### config.mk
export PLATFORM = sky130hd
export DESIGN_NAME = zilla_fwd_hazard_unit
export DESIGN_NICKNAME = d
export VERILOG_FILES = /design/src/rtl/zilla_pkg.sv /design/src/rtl/zilla_mc_scoreboard.sv /design/src/rtl/zilla_fwd_hazard_unit.sv
export SDC_FILE = /design/constraint.sdc
export NUM_CORES = 1
export LEC_CHECK = 0
export ABC_AREA = 1
export BUFFER_PORTS_ARGS = -buffer_cell sky130_fd_sc_hd__buf_2
export CAP_MARGIN = 30
export CORE_ASPECT_RATIO = 0.6
export CORE_MARGIN = 4
export CORE_UTILIZATION = 55
export DETAILED_ROUTE_END_ITERATION = 6
export MAX_ROUTING_LAYER = met4
export PLACE_DENSITY_LB_ADDON = 0.08
export SLEW_MARGIN = 20
export SYNTH_ARGS = -nofsm -noshare
export SYNTH_HDL_FRONTEND = slang
export SYNTH_SLANG_ARGS = --single-unit
### constraint.sdc
create_clock -name fwd_clk -period 1.5 [get_ports fwd_clk]
set_input_delay 0.225 -clock fwd_clk [delete_from_list [all_inputs] [get_ports fwd_clk]]
set_output_delay 0.225 -clock fwd_clk [all_outputs]
set_load 0.01 [all_outputs]
### src/rtl/zilla_pkg.sv
// ----------------------------------------------------------------------------
// zilla_pkg
// Shared types and constants for the Zilla forwarding / hazard logic.
//   GPR_ADDR_WIDTH_DEFAULT : default register-index width (5 -> 32 GPRs)
//   GPR_ADDR_MAX_W         : width of the rd field inside a tracker entry;
//                            narrower indices are zero-extended into it
//   FWD_SEL_NONE           : forward-select code meaning "use register file"
//   trk_entry_t            : pipeline tracker entry {rd, wr_en, is_load}
// ----------------------------------------------------------------------------
package zilla_pkg;

    localparam int GPR_ADDR_WIDTH_DEFAULT = 5;
    localparam int GPR_ADDR_MAX_W         = 8;
    localparam int FWD_SEL_NONE           = 0;

    typedef struct packed {
        logic [GPR_ADDR_MAX_W-1:0] rd;
        logic                      wr_en;
        logic                      is_load;
    } trk_entry_t;

endpackage

### src/rtl/zilla_mc_scoreboard.sv
// ----------------------------------------------------------------------------
// zilla_mc_scoreboard
// One busy bit per GPR for in-flight multi-cycle ops (mul/div/rem).
//   fwd_clk, fwd_rst             : clock, asynchronous active-low reset
//   mc_start_i / mc_rd_i         : op issued, destination (sets bit, x0 ignored)
//   mc_done_i / mc_done_rd_i     : op retired, destination (clears bit)
//   dec_valid_i, dec_wr_en_i,
//   dec_rd_i, dec_rs_i           : decode-stage instruction fields
//   sb_stall_o                   : decode touches a busy register
//   mc_busy_o                    : any bit set
// Only instantiated when ZILLA_MC_SCOREBOARD_EN is defined.
// ----------------------------------------------------------------------------
module zilla_mc_scoreboard
    import zilla_pkg::*;
#(
    parameter int GPR_ADDR_WIDTH = GPR_ADDR_WIDTH_DEFAULT,
    parameter int NUM_SRC        = 2
) (
    input  logic                              fwd_clk,
    input  logic                              fwd_rst,
    input  logic                              mc_start_i,
    input  logic [GPR_ADDR_WIDTH-1:0]         mc_rd_i,
    input  logic                              mc_done_i,
    input  logic [GPR_ADDR_WIDTH-1:0]         mc_done_rd_i,
    input  logic                              dec_valid_i,
    input  logic                              dec_wr_en_i,
    input  logic [GPR_ADDR_WIDTH-1:0]         dec_rd_i,
    input  logic [NUM_SRC*GPR_ADDR_WIDTH-1:0] dec_rs_i,
    output logic                              sb_stall_o,
    output logic                              mc_busy_o
);

    localparam int NREG = 1 << GPR_ADDR_WIDTH;

    logic [NREG-1:0] busy_q;

    // Set is applied after clear so a same-cycle start on the same register wins.
    always_ff @(posedge fwd_clk or negedge fwd_rst) begin
        if (!fwd_rst) begin
            busy_q <= '0;
        end else begin
            if (mc_done_i)
                busy_q[mc_done_rd_i] <= 1'b0;
            if (mc_start_i && (mc_rd_i != '0))
                busy_q[mc_rd_i] <= 1'b1;
        end
    end

    // Bit 0 can never be set, so x0 operands never stall here.
    always_comb begin
        sb_stall_o = 1'b0;
        if (dec_valid_i) begin
            for (int s = 0; s < NUM_SRC; s++) begin
                if (busy_q[dec_rs_i[s*GPR_ADDR_WIDTH +: GPR_ADDR_WIDTH]])
                    sb_stall_o = 1'b1;
            end
            if (dec_wr_en_i && busy_q[dec_rd_i])
                sb_stall_o = 1'b1;
        end
    end

    assign mc_busy_o = |busy_q;

endmodule

### src/rtl/zilla_fwd_hazard_unit.sv
// ----------------------------------------------------------------------------
// zilla_fwd_hazard_unit
// Tracks destinations from ID/EX through FWD_DEPTH later stages and produces
// per-source forward selects plus the decode stall for load-use hazards.
//   fwd_clk, fwd_rst        : clock, asynchronous active-low reset
//   dec_valid_i, dec_rd_i,
//   dec_wr_en_i, dec_is_load_i,
//   dec_rs_i                : decode-stage instruction (src0 in LSBs)
//   stall_i                 : freeze ID/EX and the stage chain
//   flush_i                 : kill decode and ID/EX (bubble into ID/EX)
//   mc_start_i / mc_rd_i,
//   mc_done_i / mc_done_rd_i: multi-cycle op issue / retire
//   fwd_sel_o               : per-source select, 0 = regfile, k = stage k
//   hazard_stall_o          : decode must hold this cycle
//   mc_busy_o               : any multi-cycle destination outstanding
// Optional feature: define ZILLA_MC_SCOREBOARD_EN to add the multi-cycle
// scoreboard; otherwise mc_* inputs are ignored and mc_busy_o is 0.
// ----------------------------------------------------------------------------
module zilla_fwd_hazard_unit
    import zilla_pkg::*;
#(
    parameter  int GPR_ADDR_WIDTH = GPR_ADDR_WIDTH_DEFAULT,
    parameter  int FWD_DEPTH      = 3,
    parameter  int NUM_SRC        = 2,
    localparam int SEL_W          = $clog2(FWD_DEPTH + 1)
) (
    input  logic                              fwd_clk,
    input  logic                              fwd_rst,
    input  logic                              dec_valid_i,
    input  logic [GPR_ADDR_WIDTH-1:0]         dec_rd_i,
    input  logic                              dec_wr_en_i,
    input  logic                              dec_is_load_i,
    input  logic [NUM_SRC*GPR_ADDR_WIDTH-1:0] dec_rs_i,
    input  logic                              stall_i,
    input  logic                              flush_i,
    input  logic                              mc_start_i,
    input  logic [GPR_ADDR_WIDTH-1:0]         mc_rd_i,
    input  logic                              mc_done_i,
    input  logic [GPR_ADDR_WIDTH-1:0]         mc_done_rd_i,
    output logic [NUM_SRC*SEL_W-1:0]          fwd_sel_o,
    output logic                              hazard_stall_o,
    output logic                              mc_busy_o
);

    function automatic logic [GPR_ADDR_MAX_W-1:0] widen(input logic [GPR_ADDR_WIDTH-1:0] a);
        return GPR_ADDR_MAX_W'(a);
    endfunction

    trk_entry_t                        idex_q;
    logic [NUM_SRC*GPR_ADDR_WIDTH-1:0] idex_rs_q;
    // Chain index k-1 holds forwarding stage k.
    logic [GPR_ADDR_MAX_W-1:0]         chain_rd_q [FWD_DEPTH];
    logic                              chain_wr_q [FWD_DEPTH];

    trk_entry_t dec_entry;
    logic       load_use;
    logic       sb_stall;
    logic       accept;

    assign dec_entry = '{rd: widen(dec_rd_i), wr_en: dec_wr_en_i, is_load: dec_is_load_i};

    // Forward select: scan from the farthest stage down so the nearest match wins.
    always_comb begin
        fwd_sel_o = {NUM_SRC{SEL_W'(FWD_SEL_NONE)}};
        for (int s = 0; s < NUM_SRC; s++) begin
            for (int k = FWD_DEPTH; k >= 1; k--) begin
                if (chain_wr_q[k-1] && (chain_rd_q[k-1] != '0) &&
                    (chain_rd_q[k-1] == widen(idex_rs_q[s*GPR_ADDR_WIDTH +: GPR_ADDR_WIDTH])))
                    fwd_sel_o[s*SEL_W +: SEL_W] = SEL_W'(k);
            end
        end
    end

    // Load-use uses only decode inputs and the registered ID/EX entry, keeping
    // the stall independent of the forward-select logic.
    always_comb begin
        load_use = 1'b0;
        if (dec_valid_i && idex_q.is_load && idex_q.wr_en && (idex_q.rd != '0)) begin
            for (int s = 0; s < NUM_SRC; s++) begin
                if (idex_q.rd == widen(dec_rs_i[s*GPR_ADDR_WIDTH +: GPR_ADDR_WIDTH]))
                    load_use = 1'b1;
            end
        end
    end

`ifdef ZILLA_MC_SCOREBOARD_EN
    zilla_mc_scoreboard #(
        .GPR_ADDR_WIDTH (GPR_ADDR_WIDTH),
        .NUM_SRC        (NUM_SRC)
    ) u_mc_scoreboard (
        .fwd_clk      (fwd_clk),
        .fwd_rst      (fwd_rst),
        .mc_start_i   (mc_start_i),
        .mc_rd_i      (mc_rd_i),
        .mc_done_i    (mc_done_i),
        .mc_done_rd_i (mc_done_rd_i),
        .dec_valid_i  (dec_valid_i),
        .dec_wr_en_i  (dec_wr_en_i),
        .dec_rd_i     (dec_rd_i),
        .dec_rs_i     (dec_rs_i),
        .sb_stall_o   (sb_stall),
        .mc_busy_o    (mc_busy_o)
    );
`else
    logic mc_unused;
    assign mc_unused = ^{mc_start_i, mc_rd_i, mc_done_i, mc_done_rd_i};
    assign sb_stall  = 1'b0;
    assign mc_busy_o = 1'b0;
`endif

    assign hazard_stall_o = !flush_i && (load_use || sb_stall);
    assign accept         = dec_valid_i && !hazard_stall_o && !flush_i;

    // ID/EX -> stage 1 -> ... -> stage FWD_DEPTH
    always_ff @(posedge fwd_clk or negedge fwd_rst) begin
        if (!fwd_rst) begin
            idex_q    <= '0;
            idex_rs_q <= '0;
            for (int k = 0; k < FWD_DEPTH; k++) begin
                chain_rd_q[k] <= '0;
                chain_wr_q[k] <= 1'b0;
            end
        end else begin
            if (!stall_i) begin
                chain_rd_q[0] <= idex_q.rd;
                chain_wr_q[0] <= idex_q.wr_en;
                for (int k = 1; k < FWD_DEPTH; k++) begin
                    chain_rd_q[k] <= chain_rd_q[k-1];
                    chain_wr_q[k] <= chain_wr_q[k-1];
                end
            end
            // Flush overrides the freeze for ID/EX only.
            if (flush_i || (!stall_i && !accept)) begin
                idex_q    <= '0;
                idex_rs_q <= '0;
            end else if (!stall_i) begin
                idex_q    <= dec_entry;
                idex_rs_q <= dec_rs_i;
            end
        end
    end

endmodule

Yosys cells after proc, flatten, opt, wreduce, memory -nomap -nowiden
Index checks and enable logic that the tools add are counted.
- register bits after elaboration: 47
- output and inout bits: 6
- mux-type cells: 13
- reductions and logical operators: 25
- equal/unequal tests: 9
- operator list (cell ; count):
    8-bit by 5-bit equality test with 1-bit output ; 8
    10-bit 2-to-1 mux ; 4
    8-bit nonzero test ; 4
    1-bit logical AND ; 16
    2-bit 2-to-1 mux ; 6
    1-bit logical NOT ; 4
    1-bit 2-to-1 mux ; 3
    2-bit by 1-bit inequality test with 1-bit output, second input constant ; 1
    1-bit logical OR ; 1

Longest topological paths before layout
- depth after elaboration: 12
- mapped depth: 10
- mapped depth without buffers: 9

Worst setup path before layout
No wires, ideal clock.
- kind: flip-flop to output port
- start point: reg chain_rd_q[16] (netlist name)
- end point: out fwd_sel_o[3]
- path buffers: 0
- path slack: 0.164 ns
- cell stages (with the launch flop): 7
- arrival time: 1.111 ns
- data required time: 1.275 ns
- cell sequence: dfrtp_1 -> nor2_1 -> nand4_1 -> nand2_1 -> inv_1 -> nand4_1 -> a21boi_0
- word-level cells in the longest chain between the ends: 4
- elaborated cells on any way between the ends: 5
- classes of those cells: eq/ne (1); mux (1); reduce/logical (3)
- ends and longest elaborated chain (item ; RTL line ; RTL):
    start: declaration ; zilla_fwd_hazard_unit.sv:52 ; logic [GPR_ADDR_MAX_W-1:0] chain_rd_q [FWD_DEPTH];
    start signal: indexed assignment ; zilla_fwd_hazard_unit.sv:128 ; chain_rd_q[k] <= chain_rd_q[k-1];
    8-bit nonzero test ; zilla_fwd_hazard_unit.sv:67 ; if (chain_wr_q[k-1] && (chain_rd_q[k-1] != '0) &&
    1-bit logical AND ; zilla_fwd_hazard_unit.sv:67 ;
    1-bit logical AND (*) ; zilla_fwd_hazard_unit.sv:67 ;
    2-bit 2-to-1 mux (*) ; zilla_fwd_hazard_unit.sv:67 ;
    end: declaration ; zilla_fwd_hazard_unit.sv:40 ; output logic [NUM_SRC*SEL_W-1:0] fwd_sel_o,
Every way passes the cells marked *; elsewhere a longest branch is shown, timed or not.

Worst setup path in the final report
- start point: reg idex_q[3] (netlist name)
- end point: out hazard_stall_o
- word-level cells in the longest chain between the ends: 5
- elaborated cells on any way between the ends: 8
- classes of those cells: eq/ne (2); mux (3); reduce/logical (3)
- ends and longest elaborated chain (item ; RTL line ; RTL):
    start: declaration ; zilla_fwd_hazard_unit.sv:49 ; trk_entry_t idex_q;
    start signal: assignment ; zilla_fwd_hazard_unit.sv:137 ; idex_q <= dec_entry;
    8-bit by 5-bit equality test with 1-bit output ; zilla_fwd_hazard_unit.sv:80 ; if (idex_q.rd == widen(dec_rs_i[s*GPR_ADDR_WIDTH +: GPR_ADDR_WIDTH]))
    1-bit 2-to-1 mux (2 in series) ; zilla_fwd_hazard_unit.sv:80 ;
    1-bit 2-to-1 mux (*) ; zilla_fwd_hazard_unit.sv:78 ; if (dec_valid_i && idex_q.is_load && idex_q.wr_en && (idex_q.rd != '0)) begin
    1-bit logical AND (*) ; zilla_fwd_hazard_unit.sv:111 ; assign hazard_stall_o = !flush_i && (load_use || sb_stall);
    end: declaration ; zilla_fwd_hazard_unit.sv:41 ; output logic hazard_stall_o,
Marks and branches as above.

==> run_results.csv <==
group,metric,value,unit
global_routing,grt_max_degree,31,
sta,fin_crit_sh,116,%
power,seq_power_share,48.0,%
power,peakVddDrop,0.000685,V
synthesis,syn_inst,285,
place,place_congestion,0.847,
clock_tree,path_clk_slew,0.07,ns
sta,fin_ws,-0.241,ns
worst_setup_path,setup.worst_path.start,"idex_q[3]",
final_layout,layout_common_cells,"77 x nand2_1, 32 x inv_1, 26 x dfrtp_1, 26 x buf_2, 25 x o21ai_0",
final_layout,drive_above_1_share,27.3,%
worst_hold_path,min_from,"dec_rs_i[3]",
global_routing,overflow,0,
floorplanning,core.rowCount,17,
sta,hold_viol,0,
floorplanning,initial_utilization,57.9,%
worst_setup_path,regToRegStartpoint,"idex_q[3]",
worst_setup_path,critPathLaunchType,"register",
outcome,violations,"negative setup slack",
floorplanning,die_h,56.4,µm
clock_tree,root_buffer,"clkbuf_8",
routing,ant_nets,0,
global_routing,first_global_vias,1688,
power,pwr-share-clk,28.2,%
worst_setup_path,ff2ff_setup_slack,0.13,ns
worst_setup_path,cp_max_fo,4,
place,port-buffer-count,26,
synthesis,async_reset_ff_share,100,%
clock_tree,h-tree-depth,2,
worst_hold_path,whs_endpoint,"idex_rs_q[3]",
routing,drt_wl_total,4960,µm
power,p_leak,1.35,nW
routing,wl_per_cell,13.3,µm
power,power.density,922,mW/mm²
routing,drt-initial-drc-count,108,
floorplanning,fp.dieW,88.6,µm
floorplanning,core,0.00370,mm²
power,swShare,32.3,%
worst_setup_path,critPathArrivalTime,1.52,ns
synthesis,synth_edf_count,0,
synthesis,ys_warn_count,0,
synthesis,ys_types,23,
synthesis,syn_avg_cell_area,7.52,µm²
place,dpl-instance-area,0.00234,mm²
place,hpwl,3640,µm
synthesis,ys_seq_area_share,40.8,%
final_layout,stdcell_area,0.00257,mm²
synthesis,synth_area,0.00214,mm²
outcome,outcome,"finished, violations left",
power,power.internal,0.00160,W
sta,setup_viol,5,
final_layout,final_common_cell,"nand2_1",
worst_setup_path,required,1.27,ns
routing,drc_errors,0,
job,maxCapViolations,0,
clock_tree,clock_path_buffers,2,
sta,whs,0.202,ns
clock_tree,cts.sinks,35,
sta,skew,0.00783,ns
global_routing,antenna_found_initial,0,
final_layout,n_antenna_cell,0,
final_layout,final_core_util,69.3,%
routing,firstDrtPassIters,4,
synthesis,yosys_most_used_dff,"dfrtp_1",
synthesis,synth_fp_nets,319,
sta,timing.fmax,0.575,GHz
floorplanning,die_area,0.00500,mm²
worst_setup_path,end_kind,"output port",
clock_tree,clkLatencyLatePin,0.29,ns
sta,min_period,1.74,ns
worst_setup_path,reg2reg_depth,9,
worst_hold_path,min_path_cells,3,
worst_hold_path,hold_class,"in2reg",
clock_tree,tritoncts,"built",
final_layout,nNetsFinal,359,
worst_setup_path,r2r-end,"idex_q[3]",
synthesis,ys_ff_latch,35,
routing,via_per_inst,4.99,
sta,rsz0062_at_grt,"yes",
clock_tree,numCtsBuffers,5,
floorplanning,ios,40,
routing,num_vias,1862,
global_routing,grt_usage,21.9,%
global_routing,grt_pass1_wl,8180,µm
sta,report.final.slew_viol_count,0,
power,combPwrFrac,23.7,%
final_layout,areaGrowthSynthToFinish,19.7,%
worst_setup_path,worstSetupPathType,"reg2out",
power,power_switching,0.000764,W
flip-flops by register name, indices dropped and copies added, names as in the netlist:
signal,cells
idex_q,7
idex_rs_q,10
chain_wr_q,3
chain_rd_q,15
kinds of logic after synthesis:
family,Yosys count,share of synthesized area (%)
AOI/OAI and AO/OA,49,13.3
buffers and inverters,51,10.1
DFF,35,40.8
and+or+nand+nor,117,22.5
other,1,0.175
xor gates and xnor gates,32,13.1
through the flow:
step / setup TNS (ns) / total power, W / instances / setup slack [ns]
2_1_floorplan: 0 / 0.00147 / 285 / 0.164
3_3_place_gp: 0 / 0.00163 / 355 / 0.0236
3_5_place_dp: -0.00237 / 0.00164 / 355 / -0.00237
4_1_cts: -1.00 / 0.00233 / 370 / -0.235
5_1_grt: -1.79 / 0.00253 / 373 / -0.391
6_report: -1.09 / 0.00237 / 373 / -0.241
how the worst max path moves through the flow:
stage	to	cells after the start
global placement	fwd_sel_o[3]	7
finish	hazard_stall_o	9
global route	fwd_sel_o[1]	6
floorplan	fwd_sel_o[3]	6
CTS	fwd_sel_o[1]	6
detailed placement	fwd_sel_o[0]	8
layout make-up:
class	count	area, µm²
clock buffers	7	76.3
inverters	42	158
repair buffers	42	282
well taps	47	58.8
clock inverters	1	5.00
flip-flops and latches	35	887
fillers	316	1130
multi-input cells	199	1100
timing repair:
action,4_1_cts,5_1_grt
setup endpoints to repair,5,22
resized for setup,14,19
setup buffers,6,3
hold buffers,1,0
pin swaps,9,3
hold endpoints to repair,16,0
worst max-delay path, cell delays in order, from the launching register on:
cell     delay (ns)
dfrtp_1        0.44
inv_2          0.09
nand2_1        0.06
nand2_1        0.06
nor2_2         0.11
nand3_1        0.07
nand2_1        0.08
nand2_2        0.09
nor2_1         0.10
buf_2          0.13
cells in the mapped netlist, types with 4 or more instances:
cell type	number	share of area, %
inv_2	7	1.2
inv_1	35	6.1
buf_2	4	0.93
xor2_1	17	6.9
o21ai_0	32	7.5
nand4_1	7	2.0
dfrtp_1	35	41
nor2_1	22	3.9
nand3_1	6	1.4
a21oi_2	10	4.1
xnor2_1	15	6.1
nand2_1	78	14
layer usage:
| layer | up-vias | global-route usage [%] | wire length (µm) | share of wire (%) |
|---|---|---|---|---|
| met5 | - | - | 0 | 0 |
| met4 | 0 | 3.02 | 46 | 0.93 |
| met3 | 7 | 5.28 | 211 | 4.3 |
| met2 | 33 | 29.1 | 2100 | 42 |
| met1 | 867 | 34.2 | 2600 | 52 |
| li1 | 955 | - | - | - |
power by group through the flow:
stage	clock, W	combinational [W]	sequential [W]
after floorplan	0	0.000354	0.00111
after detailed placement	0	0.000495	0.00115
after global routing	0.000742	0.000636	0.00115
final	0.000668	0.000562	0.00114
after CTS	0.000667	0.000534	0.00113
after global placement	0	0.000486	0.00114
Note: power is estimated with default switching activity, not from simulation.
